### config.mk
export PLATFORM = sky130hd
export DESIGN_NAME = rv_mem_arb
export DESIGN_NICKNAME = d
export VERILOG_FILES = /design/src/rtl/rv_arb_pkg.sv /design/src/rtl/rv_rr_pick2.sv /design/src/rtl/rv_mem_arb.sv
export SDC_FILE = /design/constraint.sdc
export NUM_CORES = 1
export LEC_CHECK = 0
export ABC_CLOCK_PERIOD_IN_PS = 1600
export CAP_MARGIN = 25
export CORE_AREA = 3 3 103 105
export DETAILED_ROUTE_END_ITERATION = 6
export DIE_AREA = 0 0 106 108
export SLEW_MARGIN = 20
export SYNTH_ARGS = -nofsm -noshare
export SYNTH_HDL_FRONTEND = slang
export SYNTH_HIERARCHICAL = 1
export SYNTH_SLANG_ARGS = --single-unit
### constraint.sdc
create_clock -name clk -period 1.6 [get_ports clk]
set_clock_uncertainty 0.1 [all_clocks]
set_input_delay 0.24 -clock clk [delete_from_list [all_inputs] [get_ports clk]]
set_output_delay 0.24 -clock clk [all_outputs]
set_load 0.05 [all_outputs]
### src/rtl/rv_arb_pkg.sv
// Shared types and constants for the unified-memory arbiter.
package rv_arb_pkg;

  // Arbiter sequencing states.
  typedef enum logic [1:0] {
    IDLE = 2'd0,
    WAIT = 2'd1,
    RESP = 2'd2
  } arb_st_t;

  // Requester indices.
  localparam int REQ_CORE = 0;
  localparam int REQ_LDR  = 1;

endpackage

### src/rtl/rv_rr_pick2.sv
// Two-way round-robin picker. On a tie, the requester that did not
// win last time is chosen; a lone requester always wins.
module rv_rr_pick2
  import rv_arb_pkg::*;
(
  input  logic [1:0] req_i,
  input  logic       last_i,
  output logic       win_o,
  output logic       any_o
);

  // Winner index and request-present flag.
  always_comb begin
    any_o = |req_i;
    if (req_i == 2'b11) win_o = ~last_i;
    else                win_o = req_i[REQ_LDR];
  end

endmodule

### src/rtl/rv_mem_arb.sv
// Two-requester arbiter/sequencer for the single-port unified memory.
// One access at a time: issue in IDLE, optional WAIT for longer
// latencies, then a one-cycle RESP that strobes rvalid to the owner.
module rv_mem_arb
  import rv_arb_pkg::*;
#(
  parameter int MEM_LAT = 1,
  parameter int AW      = 32,
  parameter int DW      = 32
) (
  input  logic          clk,
  input  logic          rst,
  input  logic [1:0]    req,
  input  logic [1:0]    we,
  input  logic [AW-1:0] addr0,
  input  logic [AW-1:0] addr1,
  input  logic [DW-1:0] wdata0,
  input  logic [DW-1:0] wdata1,
  output logic [1:0]    gnt,
  output logic [1:0]    rvalid,
  output logic [DW-1:0] rdata,
  output logic          busy,
  output logic          mem_en,
  output logic          mem_we,
  output logic [AW-1:0] mem_addr,
  output logic [DW-1:0] mem_wdata,
  input  logic [DW-1:0] mem_rdata
);

  localparam int CNT_W = (MEM_LAT < 1) ? 1 : $clog2(MEM_LAT + 1);
  // WAIT spans MEM_LAT-1 cycles, so the counter starts two below MEM_LAT.
  localparam logic [CNT_W-1:0] CNT_INIT = (MEM_LAT >= 2) ? CNT_W'(MEM_LAT - 2) : '0;

  arb_st_t          state_q, state_d;
  logic             owner_q, owner_d;
  logic             last_q,  last_d;
  logic [CNT_W-1:0] cnt_q,   cnt_d;

  logic win, any, issue;

  rv_rr_pick2 u_pick (
    .req_i  (req),
    .last_i (last_q),
    .win_o  (win),
    .any_o  (any)
  );

  // A command goes out only from IDLE; reset suppresses it so a command
  // is never presented while the arbiter is being cleared.
  assign issue = (state_q == IDLE) && any && !rst;

  // Next-state logic for FSM, owner/last tracking and latency counter.
  always_comb begin
    state_d = state_q;
    owner_d = owner_q;
    last_d  = last_q;
    cnt_d   = cnt_q;
    case (state_q)
      IDLE: begin
        if (any) begin
          owner_d = win;
          last_d  = win;
          if (MEM_LAT == 1) begin
            state_d = RESP;
          end else begin
            state_d = WAIT;
            cnt_d   = CNT_INIT;
          end
        end
      end
      WAIT: begin
        if (cnt_q == '0) state_d = RESP;
        else             cnt_d   = cnt_q - CNT_W'(1);
      end
      RESP:    state_d = IDLE;
      default: state_d = IDLE;
    endcase
  end

  // State registers; last resets to the loader so the core wins the first tie.
  always_ff @(posedge clk or posedge rst) begin
    if (rst) begin
      state_q <= IDLE;
      owner_q <= 1'b0;
      last_q  <= 1'b1;
      cnt_q   <= '0;
    end else begin
      state_q <= state_d;
      owner_q <= owner_d;
      last_q  <= last_d;
      cnt_q   <= cnt_d;
    end
  end

  // Memory command and grant, driven only in the issue cycle.
  always_comb begin
    gnt       = 2'b00;
    mem_en    = 1'b0;
    mem_we    = 1'b0;
    mem_addr  = '0;
    mem_wdata = '0;
    if (issue) begin
      gnt       = win ? 2'b10 : 2'b01;
      mem_en    = 1'b1;
      mem_we    = we[win];
      mem_addr  = win ? addr1  : addr0;
      mem_wdata = win ? wdata1 : wdata0;
    end
  end

  // Completion strobe and read data, only in RESP.
  always_comb begin
    rvalid = 2'b00;
    rdata  = '0;
    if (state_q == RESP) begin
      rvalid = owner_q ? 2'b10 : 2'b01;
      rdata  = mem_rdata;
    end
  end

  assign busy = (state_q != IDLE);

endmodule

==> results of run 1 <==
## cell usage after synthesis, drive strengths merged
library cell   n
nor2          66
mux2i         65
and2          34
buf           11
clkbuf         8
dfrtp          2
inv            2
mux2           2
nor2b          2
a21boi         1
dfstp          1
or2            1
or3b           1
## per-layer routing
layer	vias up	routed length, µm
met2	154	5860
met5	-	0
li1	1235	-
met4	0	146
met1	1147	3360
met3	10	960
## worst paths after layout
check	from	end	slack, ps	cells past startpoint
worst min-delay path	rst	state_q[1]	60	3
max in group asynchronous	rst	last_q	1130	3
worst min register to register	owner_q	owner_q	440	1
worst max-delay path	last_q	mem_wdata[7]	-460	7
worst max register to register	state_q[1]	owner_q	170	3
min in group clk	owner_q	owner_q	440	1
## area by class of cell
type | count | share of cell area
Timing Repair Buffer | 306 | 0.644
Multi-Input combinational cell | 172 | 0.309
Tap cell | 133 | 0.0259
Sequential cell | 3 | 0.0121
Clock buffer | 4 | 0.00700
Inverter | 2 | 0.00175
## through the flow
step           setup WS (ps)  setup TNS [ps]  std cells  power, mW
2_1_floorplan           -387          -23050        196       1.44
3_3_place_gp            -666          -41780        604       2.75
3_5_place_dp            -681          -42240        604       2.77
4_1_cts                 -486          -28740        620       3.37
5_1_grt                 -518          -32270        620       3.57
6_report                -465          -26710        620       3.43
## cells by family (layout without fill, tap and decap cells)
logic type / after synthesis / in the layout / share of synthesized area
mux: 67 / 67 / 0.485
compound gates: 1 / 1 / 0.00541
flops: 3 / 3 / 0.0550
buf+inv: 21 / 312 / 0.0856
simple gates: 104 / 104 / 0.369
## cells in the final DEF (no fill, tap or decap)
| cell type | synthesis | routed |
|---|---|---|
| a21boi_4 | 0 | 1 |
| and2_1 | 34 | 33 |
| and2_4 | 0 | 1 |
| buf_12 | 0 | 80 |
| buf_16 | 0 | 8 |
| buf_4 | 1 | 6 |
| buf_6 | 4 | 25 |
| buf_8 | 0 | 21 |
| bufbuf_16 | 0 | 1 |
| clkbuf_1 | 8 | 1 |
| clkbuf_8 | 0 | 3 |
| clkdlybuf4s15_1 | 0 | 1 |
| clkdlybuf4s50_1 | 0 | 162 |
| clkinvlp_4 | 0 | 1 |
| dfrtp_1 | 2 | 1 |
| dfrtp_2 | 0 | 1 |
| dfstp_2 | 1 | 1 |
| dlygate4sd2_1 | 0 | 2 |
| inv_1 | 2 | 1 |
| mux2_2 | 2 | 2 |
| mux2i_1 | 65 | 30 |
| mux2i_2 | 0 | 14 |
| mux2i_4 | 0 | 21 |
| nor2_2 | 10 | 2 |
| nor2_4 | 0 | 64 |
| nor2b_1 | 2 | 1 |
| nor2b_2 | 0 | 1 |
| or2_1 | 1 | 1 |
| or3b_4 | 0 | 1 |
## worst max-delay path, cell delays in order (launching register included)
cell and delay (ps):
dfstp_2 540, a21boi_4 70, buf_12 150, buf_12 130, buf_16 150, mux2i_4 200
nor2_4 100, buf_6 160
## power by group through the flow
| stage | sequential (mW) | clock (mW) | combinational, mW |
|---|---|---|---|
| 2_1_floorplan | 0.117 | 0 | 1.32 |
| 3_3_place_gp | 0.110 | 0 | 2.64 |
| 3_5_place_dp | 0.110 | 0 | 2.66 |
| 4_1_cts | 0.109 | 0.232 | 3.02 |
| 5_1_grt | 0.110 | 0.240 | 3.22 |
| 6_report | 0.108 | 0.224 | 3.10 |
## state kept, by name (all words and copies together), names as in the netlist
name     flops
last_q       1
owner_q      1
state_q      1
## what timing repair did
item,CTS,global route
hold buffers,0,0
buffers inserted,6,0
cloned,6,0
gates resized for setup,107,35
endpoints found under the setup margin,68,102
pin swaps,10,15
==> impl_metrics.json, run 1 <==
{
  "worstPathMaxFanout": 8,
  "syn_inst": 196,
  "clkPwrFrac": 0.065,
  "worstMarginPinSlew_ps": 291,
  "crit_path_start_kind": "flip-flop",
  "ir_drop_mv": 0.213,
  "p_sw_mw": 1.54,
  "cts_tree": "yes",
  "rsz0062_at_grt": "yes",
  "cts_root_buf": "clkbuf_8",
  "grt_max_degree": 37,
  "status": "finished with violations",
  "dpl.hpwl_mm": 8.39,
  "yosysSeqAreaShare": 0.0550,
  "clk_latency_ps": 220,
  "max-clock-path-buffers": 2,
  "drive_gt1_frac": 0.522,
  "ff_latch_area_um2": 77.6,
  "critical_path_required_ps": 1260,
  "area_delta_synth_final_pct": 363,
  "relSlewSlack": 0.800,
  "drc": 0,
  "swShare": 0.448,
  "final_max_slew_viol_count": 0,
  "htree_levels": 1,
  "finalWeightedCongestion": 0.777,
  "die_h_um": 108,
  "grt_pass1_wl_mm": 15.2,
  "fin_util": 0.661,
  "drt_wl_total_mm": 10.3,
  "hold_class": "in2async",
  "portBuffers": 268,
  "gr-total-overflow": 0,
  "yosys_warnings": 6,
  "avgSynthCellArea_um2": 7.09,
  "firstDrtPassIters": 4,
  "placed_area_mm2": 0.00550,
  "cts.sinks": 3,
  "met2_usage": 0.334,
  "worstSetupPathType": "reg2out",
  "grt_pass1_vias": 2702,
  "track_usage": 0.172,
  "synth-seq-cells": 3,
  "synthTopCellsByArea": "mux2i_1 47%, and2_1 15%, nor2_1 15%",
  "avgRoutedWirePerCell_um": 16.7,
  "cts_buffers": 3,
  "seqPwrFrac": 0.032,
  "period_minus_slack_ps": 2060,
  "power_leakage_nw": 2.47,
  "cp.arrival_ps": 1720,
  "drt-initial-drc-count": 52,
  "violations": "setup timing",
  "gr-usage-met3": 0.0501,
  "multi_input_area_mm2": 0.00199,
  "synth_largest_area_cell": "mux2i_1",
  "syn_area_mm2": 0.00139,
  "ant_nets": 0,
  "netlist.area_leader.share": 0.468,
  "p_comb_frac": 0.903,
  "synthesis.nets": 362,
  "die_width_um": 106,
  "worst_setup_path_end_kind": "output port",
  "initial_core_util": 0.143,
  "cap_violations": 0,
  "final-setup-viol-count": 68,
  "grt-busiest-layer": "met2",
  "final-hold-violation-count": 0,
  "io_pins": 269,
  "synthDistinctLibCells": 17,
  "fillers": 736,
  "nets": 654,
  "grtUsageMet1": 0.179,
  "fin_crit_sh": 1.29,
  "die_area_mm2": 0.0114,
  "internal_power_mw": 1.90,
  "antenna_found_initial": 0,
  "routed_via_density": 4.11,
  "whs_ps": 59.4,
  "p_per_area_mw_per_mm2": 534,
  "postLayoutSetupSlackWorst_ps": -465,
  "vias": 2546,
  "rows": 36,
  "design.core.area_mm2": 0.00973,
  "diodes": 0,
  "clk_pin_slew_ps": 30,
  "max_clock_freq_ghz": 0.484,
  "postLayoutCellArea_mm2": 0.00643
}
Note: power is estimated with default switching activity, not from simulation.
==> run 2, diff against run 1 <==
--- a/config.mk
+++ b/config.mk
@@ -5,11 +5,12 @@
 export SDC_FILE = /design/constraint.sdc
 export NUM_CORES = 1
 export LEC_CHECK = 0
-export ABC_CLOCK_PERIOD_IN_PS = 1600
+export ABC_CLOCK_PERIOD_IN_PS = 2400
 export CAP_MARGIN = 25
-export CORE_AREA = 3 3 103 105
+export CORE_AREA = 3 3 102 104
 export DETAILED_ROUTE_END_ITERATION = 6
-export DIE_AREA = 0 0 106 108
+export DIE_AREA = 0 0 105 107
+export GPL_ROUTABILITY_DRIVEN = 1
 export SLEW_MARGIN = 20
 export SYNTH_ARGS = -nofsm -noshare
 export SYNTH_HDL_FRONTEND = slang
==> constraint.sdc (replaced) <==
create_clock -name clk -period 2.4 [get_ports clk]
set_clock_uncertainty 0.1 [all_clocks]
set_input_delay 0.36 -clock clk [delete_from_list [all_inputs] [get_ports clk]]
set_output_delay 0.36 -clock clk [all_outputs]
set_load 0.05 [all_outputs]
==> impl_metrics.json, run 2 (same netlist as run 1, synthesis figures left out) <==
{
  "worstPathMaxFanout": 17,
  "rsz0062_at_grt": "no",
  "max-clock-path-buffers": 2,
  "die_width_um": 105,
  "placed_area_mm2": 0.00492,
  "cts_buffers": 3,
  "final_cell_mix": "163 x clkdlybuf4s50_1, 72 x buf_12, 59 x mux2i_1",
  "worstSetupPathType": "in2out",
  "status": "complete, no violations",
  "ir_drop_mv": 0.163,
  "drc": 0,
  "rows": 36,
  "drive_gt1_frac": 0.401,
  "cp.arrival_ps": 1850,
  "fin_crit_sh": 0.962,
  "postLayoutCellArea_mm2": 0.00520,
  "final-setup-viol-count": 0,
  "drt-initial-drc-count": 64,
  "htree_levels": 1,
  "vias": 2416,
  "drt_wl_total_mm": 8.78,
  "gr-total-overflow": 0,
  "initial_core_util": 0.144,
  "crit_path_start_kind": "input port",
  "firstDrtPassIters": 4,
  "dpl.hpwl_mm": 7.63,
  "fin_util": 0.540,
  "diodes": 0,
  "relSlewSlack": 0.806,
  "track_usage": 0.147,
  "nets": 636,
  "final_common_cell": "clkdlybuf4s50_1",
  "cts_root_buf": "clkbuf_8",
  "grt_max_degree": 37,
  "period_minus_slack_ps": 2310,
  "die_h_um": 107,
  "routed_via_density": 4.01,
  "worst_setup_path_end_kind": "output port",
  "power_leakage_nw": 2.17,
  "clk_latency_ps": 210,
  "avgRoutedWirePerCell_um": 14.6,
  "critical_path_required_ps": 1940,
  "area_delta_synth_final_pct": 275,
  "antenna_found_initial": 0,
  "design.core.area_mm2": 0.00964,
  "final-hold-violation-count": 0,
  "final_max_slew_viol_count": 0,
  "die_area_mm2": 0.0112,
  "p_total_mw": 1.83,
  "reg.largest.list": "last_q x1, owner_q x1, state_q x1",
  "cts.sinks": 3,
  "cts_hold_buf": 0,
  "hold_class": "in2async",
  "finalWeightedCongestion": 0.744,
  "grt_pass1_wl_mm": 13.2,
  "portBuffers": 268,
  "io_pins": 269,
  "worstMarginPinSlew_ps": 283,
  "ant_nets": 0,
  "grt_pass1_vias": 2502,
  "cts_tree": "yes",
  "p_per_area_mw_per_mm2": 352,
  "clk_pin_slew_ps": 30,
  "cap_violations": 0,
  "max_clock_freq_ghz": 0.433
}
-- run 2: cell count changes in the layout (fill, tap and decap cells not counted), moves of 9 or more --
| cell | change |
|---|---|
| buf_4 | +42 |
| nor2_4 | -57 |
| nor2_2 | +41 |
| nor2_1 | +16 |
| buf_8 | -21 |
| mux2i_4 | -20 |
| mux2i_1 | +29 |
| mux2i_2 | -9 |
| buf_6 | -25 |
-- run 2: what timing repair did --
action,CTS,global route
resized for setup,48,0
buffers inserted,2,0
setup endpoints to repair,68,0
-- run 2: layout make-up --
class | count | area [µm²]
timing repair buffer | 288 | 3530
multi-input combinational | 172 | 1380
clock buffer | 4 | 45.0
inverter | 2 | 7.51
tap | 133 | 166
sequential | 3 | 76.3
fill | 892 | 4440
-- run 2: critical path, cell delays in order --
cell             delay (ps)
clkdlybuf4s50_1         420
or3b_4                  440
buf_12                  150
buf_16                  150
nor2_2                  160
buf_12                  150
-- run 2: where the power goes --
| part | internal [mW] | switching [mW] |
|---|---|---|
| Sequential | 0.0638 | 0.00889 |
| Combinational | 0.805 | 0.809 |
| Clock | 0.113 | 0.0330 |
-- run 2: metrics by stage --
| step | worst slack [ps] | TNS [ps] | cells | hold slack, ps |
|---|---|---|---|---|
| 2_1_floorplan | -152 | -5940 | 196 | 12.9 |
| 3_3_place_gp | -169 | -9020 | 594 | 411 |
| 3_5_place_dp | -190 | -9470 | 594 | 421 |
| 4_1_cts | 84.7 | 0 | 602 | 248 |
| 5_1_grt | 26.2 | 0 | 602 | 267 |
| 6_report | 91.3 | 0 | 602 | 246 |
-- run 2: layer usage --
layer  wire length [µm]  vias to the layer above  GRT usage
li1                   -                     1188          -
met3                872                       14     0.0482
met5                  0                        -          0
met4                143                        0     0.0366
met2               4870                      152      0.292
met1               2900                     1062      0.146
-- run 2: final timing paths --
check                      slack, ps  startpoint  cells after the start            end
min in group clk                 420     owner_q                      1        owner_q
max in group asynchronous       1750         rst                      2         last_q
min reg2reg                      420     owner_q                      1        owner_q
min                              250         rst                      2        owner_q
max reg2reg                      980      last_q                      4        owner_q
max                               90         rst                      6  mem_wdata[24]
==> patch 1, RTL diff (config.mk and constraints of run 1) <==
Reset style: synchronous (`rst`), changed in one clocked block.
--- a/src/rtl/rv_mem_arb.sv
+++ b/src/rtl/rv_mem_arb.sv
@@ -79,5 +79,5 @@
 
   // State registers; last resets to the loader so the core wins the first tie.
-  always_ff @(posedge clk or posedge rst) begin
+  always_ff @(posedge clk) begin
     if (rst) begin
       state_q <= IDLE;
Function: differs if rst is asserted again (counterexample within 4 cycles, from zero or initial values and one cycle with rst high); with rst held inactive, the same outputs for 10 cycles.
==> patch 1 against run 1 <==
- the run still ends with negative setup slack left
- cell area grew 3.1%
- worst setup slack gained 35 ps
- power shrank 12%
- wire length grew 18%
- sequential cell count is the same
- area after synthesis shrank 2.9%
- first-iteration DRC count is the same
- combinational power shrank 12%
==> patch 1: results (changes against run 1) <==
[timing]
tightest_slew_ps=266.3  ; was 291.3 ps
fin_hold_ws_ps=463.1  ; was 59.42 ps
setup_slack_ps=-430.3  ; was -464.8 ps
finalSetupViolations=68  ; unchanged

[synthesis]
synthArstFlopShare=0  ; was 1.000
synth_fp_nets=365  ; was 362
ys_seq_area_frac=0.04453  ; was 0.05495
synthTopCellsByArea=mux2i_1 (48%), nor2_1 (19%), and2_1 (15%)  ; was mux2i_1 (47%), and2_1 (15%), nor2_1 (15%)
synth_top_flop_cell=dfxtp_1  ; was dfrtp_1
synthTopCellsByCount=nor2_1 (68), mux2i_1 (65), and2_1 (33), buf_2 (8), clkbuf_1 (7)  ; was mux2i_1 (65), nor2_1 (56), and2_1 (34), nor2_2 (10), clkbuf_1 (8)

[setup_path]
reg2regPathDepth=6  ; was 3
reg2reg_from=last_q  ; was state_q[1]
cp_max_fo=5  ; was 8
reg2reg_setup_slack_ps=80  ; was 170 ps
worstPathArrival_ps=1690  ; was 1720 ps

[pwr]
worst_ir_drop_vdd_uv=249.1  ; was 213.2 uV

[min_path]
hp-class=reg2reg  ; was in2async

[drt]
met3_length_mm=1.057  ; was 960 um
wl_met2_mm=7.014  ; was 5.862 mm
wl_met1_mm=3.990  ; was 3.364 mm
vias=2598  ; was 2546
avgViaCountPerCell=4.170  ; was 4.106

[global_route]
track_usage=0.1874  ; was 0.1717
grt_pass1_wl_mm=16.64  ; was 15.22 mm

[place]
dp.cells=598  ; was 604
dp_hpwl_mm=8.315  ; was 8.390 mm

[finish]
layout-drive-gt1-share=0.5551  ; was 0.5216
nNetsFinal=657  ; was 654

[outcome]
violations=negative setup slack  ; unchanged
outcome=finished, violations left  ; unchanged

## patch 1: changes by cell type in the layout (fill, tap and decap cells not counted), sizes merged, moves of 2 or more
cell	run 1	this run
dfxtp	0	3
nor2	66	68
clkbuf	4	9
buf	140	138
dfrtp	2	0
mux2	2	0
## patch 1: layout make-up
cell class,count,area [um2]
clock buffers,4,45.04
fillers,696,3095
inverters,3,23.77
multi-input cells,174,2296
flip-flops and latches,3,65.06
well taps,133,166.4
repair buffers,306,4038
## patch 1: per-layer routing
layer | vias up | track usage
met5 | - | 0
met4 | 0 | 0.02035
met3 | 8 | 0.05134
met2 | 143 | 0.3802
met1 | 1201 | 0.1973
li1 | 1246 | -
## patch 1: how the worst max path moves through the flow
stage          startpoint      endpoint  slack [ps]  cells after the start
2_1_floorplan  state_q[1]        gnt[0]        -230                      5
3_3_place_gp       req[1]       owner_q        -680                      7
3_5_place_dp       req[1]       owner_q        -710                      7
4_1_cts            last_q  mem_addr[16]        -380                      7
5_1_grt            last_q   mem_addr[9]        -490                      6
6_report           last_q   mem_addr[9]        -430                      6
## patch 1: kinds of logic (layout without fill, tap and decap cells)
family | after synthesis | after routing
AOI/OAI and AO/OA | 3 | 3
buffers and inverters | 22 | 313
DFF | 3 | 3
muxes | 65 | 65
and+or+nand+nor | 106 | 106
## patch 1: per-stage QoR
step / area, um2 / TNS (ps) / utilization
6_report: 6634 / -24070 / 0.6818
3_3_place_gp: 5224 / -41150 / 0.5369
4_1_cts: 6287 / -21930 / 0.6462
3_5_place_dp: 5224 / -43340 / 0.5369
5_1_grt: 6634 / -27900 / 0.6818
2_1_floorplan: 1878 / -13190 / -
## patch 1: timing repair
| action | in CTS | in global routing |
|---|---|---|
| endpoints found under the hold margin | 0 | 0 |
| pin swaps | 11 | 20 |
| setup buffers | 7 | 2 |
| gates resized for setup | 161 | 51 |
| cloned | 9 | 5 |
| setup endpoints to repair | 72 | 69 |
## patch 1: where the power goes
part,leakage [nW],switching (mW),internal (mW)
registers,0.0252,0.00570,0.0819
clock network,0.0228,0.0577,0.171
logic,2.37,1.30,1.42
total,2.42,1.36,1.67
## patch 1: worst max-delay path: stages (launching register included)
cell and delay [ps]:
dfxtp_2 330, a21boi_4 260, buf_6 200, clkbuf_16 180, mux2i_4 260, nor2_4 50
buf_4 190
==> patch 2, RTL diff (settings of run 1) <==
Without the edit above. The parameter `DW` goes from 32 to 16.
--- a/src/rtl/rv_mem_arb.sv
+++ b/src/rtl/rv_mem_arb.sv
@@ -7,5 +7,5 @@
   parameter int MEM_LAT = 1,
   parameter int AW      = 32,
-  parameter int DW      = 32
+  parameter int DW      = 16
 ) (
   input  logic          clk,
Interface: changed (5 resized); port bits go from 269 to 189. The function was not compared with the original's and may differ.
==> patch 2 against run 1 <==
- the flow still finishes with violations (negative setup slack)
- wire length down 29%
- power down 27%
- worst setup slack better by 79 ps
- largest power group unchanged
- area after synthesis down 25%
- sequential cell count unchanged
- cell area down 28%
- combinational power down 29%
- largest cell class unchanged
- clock power down 2%
- die area unchanged
==> patch 2: results (changes against run 1) <==
[outcome]
outcome=finished, violations left  ; unchanged
violations=negative setup slack  ; unchanged

[timing]
slew-limit-headroom=0.8115  ; was 0.8003
fin_setup_tns_ps=-17770  ; was -26710 ps
finalSetupViolations=52  ; was 68
setup_slack_ps=-385.6  ; was -464.8 ps
fin_hold_ws_ps=464.8  ; was 59.42 ps

[min_path]
whs_endpoint=owner_q
hold_start=owner_q
hold_depth=1
hp-class=reg2reg  ; was in2async

[global_route]
track_usage=0.1136  ; was 0.1717
grt_pass1_vias=2012  ; was 2702
grt_max_degree=23  ; was 37
grt_pass1_wl_mm=10.41  ; was 15.22 mm

[synthesis]
synthTopCellsByArea=mux2i_1 (47%), nor2_1 (17%), and2_1 (11%)  ; was mux2i_1 (47%), and2_1 (15%), nor2_1 (15%)
netlist_instances=143  ; was 196
yosysUniqueCellTypes=15  ; was 17
synth_fp_nets=261  ; was 362
synthTopCellsByCount=mux2i_1 (49), nor2_1 (47), and2_1 (18), buf_2 (6), buf_6 (6)  ; was mux2i_1 (65), nor2_1 (56), and2_1 (34), nor2_2 (10), clkbuf_1 (8)
ys_seq_area_frac=0.07305  ; was 0.05495

[drt]
firstDrtPassIters=4  ; unchanged
wl_per_cell_um=15.24  ; was 16.67 um
drt-initial-drc-count=43  ; was 52
wl_mm=7.298  ; was 10.33 mm
avgViaCountPerCell=3.820  ; was 4.106

[pwr]
power.internal_mw=1.397  ; was 1.895 mW
worst_ir_drop_vdd_uv=303.6  ; was 213.2 uV
p_leak_nw=1.716  ; was 2.471 nW

[place]
dp.cells=459  ; was 604
dp_hpwl_mm=5.000  ; was 8.390 mm
port_buffers=188  ; was 268
pre_cts_slack_ps=-619.3  ; was -681.1 ps
place_congestion=0.7098  ; was 0.7766

[clock_network]
cts_made_buffers=3  ; unchanged

[setup_path]
reg2reg_setup_slack_ps=210  ; was 170 ps
worstPathArrival_ps=1650  ; was 1720 ps
slowest_delay_ps=550
r2r-end=owner_q  ; unchanged

[finish]
layout-drive-gt1-share=0.5838  ; was 0.5216
nNetsFinal=465  ; was 654
n_fill_cell=863  ; was 736

-- patch 2: cell types whose count changed after synthesis --
cell and change:
and2_1 -16, buf_1 -1, buf_2 +1, buf_4 -1
buf_6 +2, clkbuf_1 -6, mux2i_1 -16, nor2_1 -9
nor2_2 -7
-- patch 2: how the worst max path moves through the flow --
stage,from,endpoint,slack [ps],cells past startpoint
floorplan,state_q[1],gnt[1],-240,4
global placement,req[1],mem_addr[15],-610,6
detailed placement,req[0],mem_addr[12],-620,6
CTS,last_q,mem_addr[9],-380,6
global route,last_q,mem_addr[11],-430,6
finish,last_q,mem_addr[11],-390,6
-- patch 2: power groups by stage --
stage	clock network [mW]	registers, mW	logic [mW]
after floorplan	0	0.114	0.973
after global placement	0	0.109	1.70
after detailed placement	0	0.111	1.71
after CTS	0.229	0.110	2.04
after global routing	0.237	0.112	2.28
final	0.219	0.110	2.19
-- patch 2: cells by family after synthesis --
group,share of synthesized area
AOI/OAI and AO/OA,0.007188
buffers and inverters,0.1078
and+or+nand+nor,0.3210
DFF,0.07306
muxes,0.4910
-- patch 2: routing by layer --
layer  GRT usage  part of all wire
met5           0                 0
met4     0.02313             0.010
met3     0.02627             0.092
met2      0.2263              0.56
met1      0.1216              0.34
-- patch 2: critical path: cells and delay by family, from the launching register on --
kind	cells	cell delay [ps]
compound gates	1	70
buf+inv	3	460
flops	1	550
mux	1	200
simple gates	1	130
-- patch 2: area by class of cell --
| cell class | count | area share |
|---|---|---|
| clock buffers | 4 | 0.009740 |
| inverters | 2 | 0.002435 |
| multi-input cells | 124 | 0.3466 |
| flip-flops and latches | 3 | 0.01677 |
| well taps | 133 | 0.03598 |
| repair buffers | 213 | 0.5885 |
-- patch 2: repair_timing --
action	CTS	global route
pin swaps	3	24
cloned	6	3
gates resized for setup	108	45
hold buffers	1	0
buffers inserted	7	0
hold endpoints to repair	2	0
endpoints found under the setup margin	52	52
-- patch 2: stage by stage --
| stage | power (mW) | instance area, um2 |
|---|---|---|
| 3_3_place_gp | 1.809 | 3626 |
| 4_1_cts | 2.383 | 4310 |
| 3_5_place_dp | 1.821 | 3626 |
| 6_report | 2.524 | 4624 |
| 5_1_grt | 2.631 | 4624 |
| 2_1_floorplan | 1.087 | 1443 |
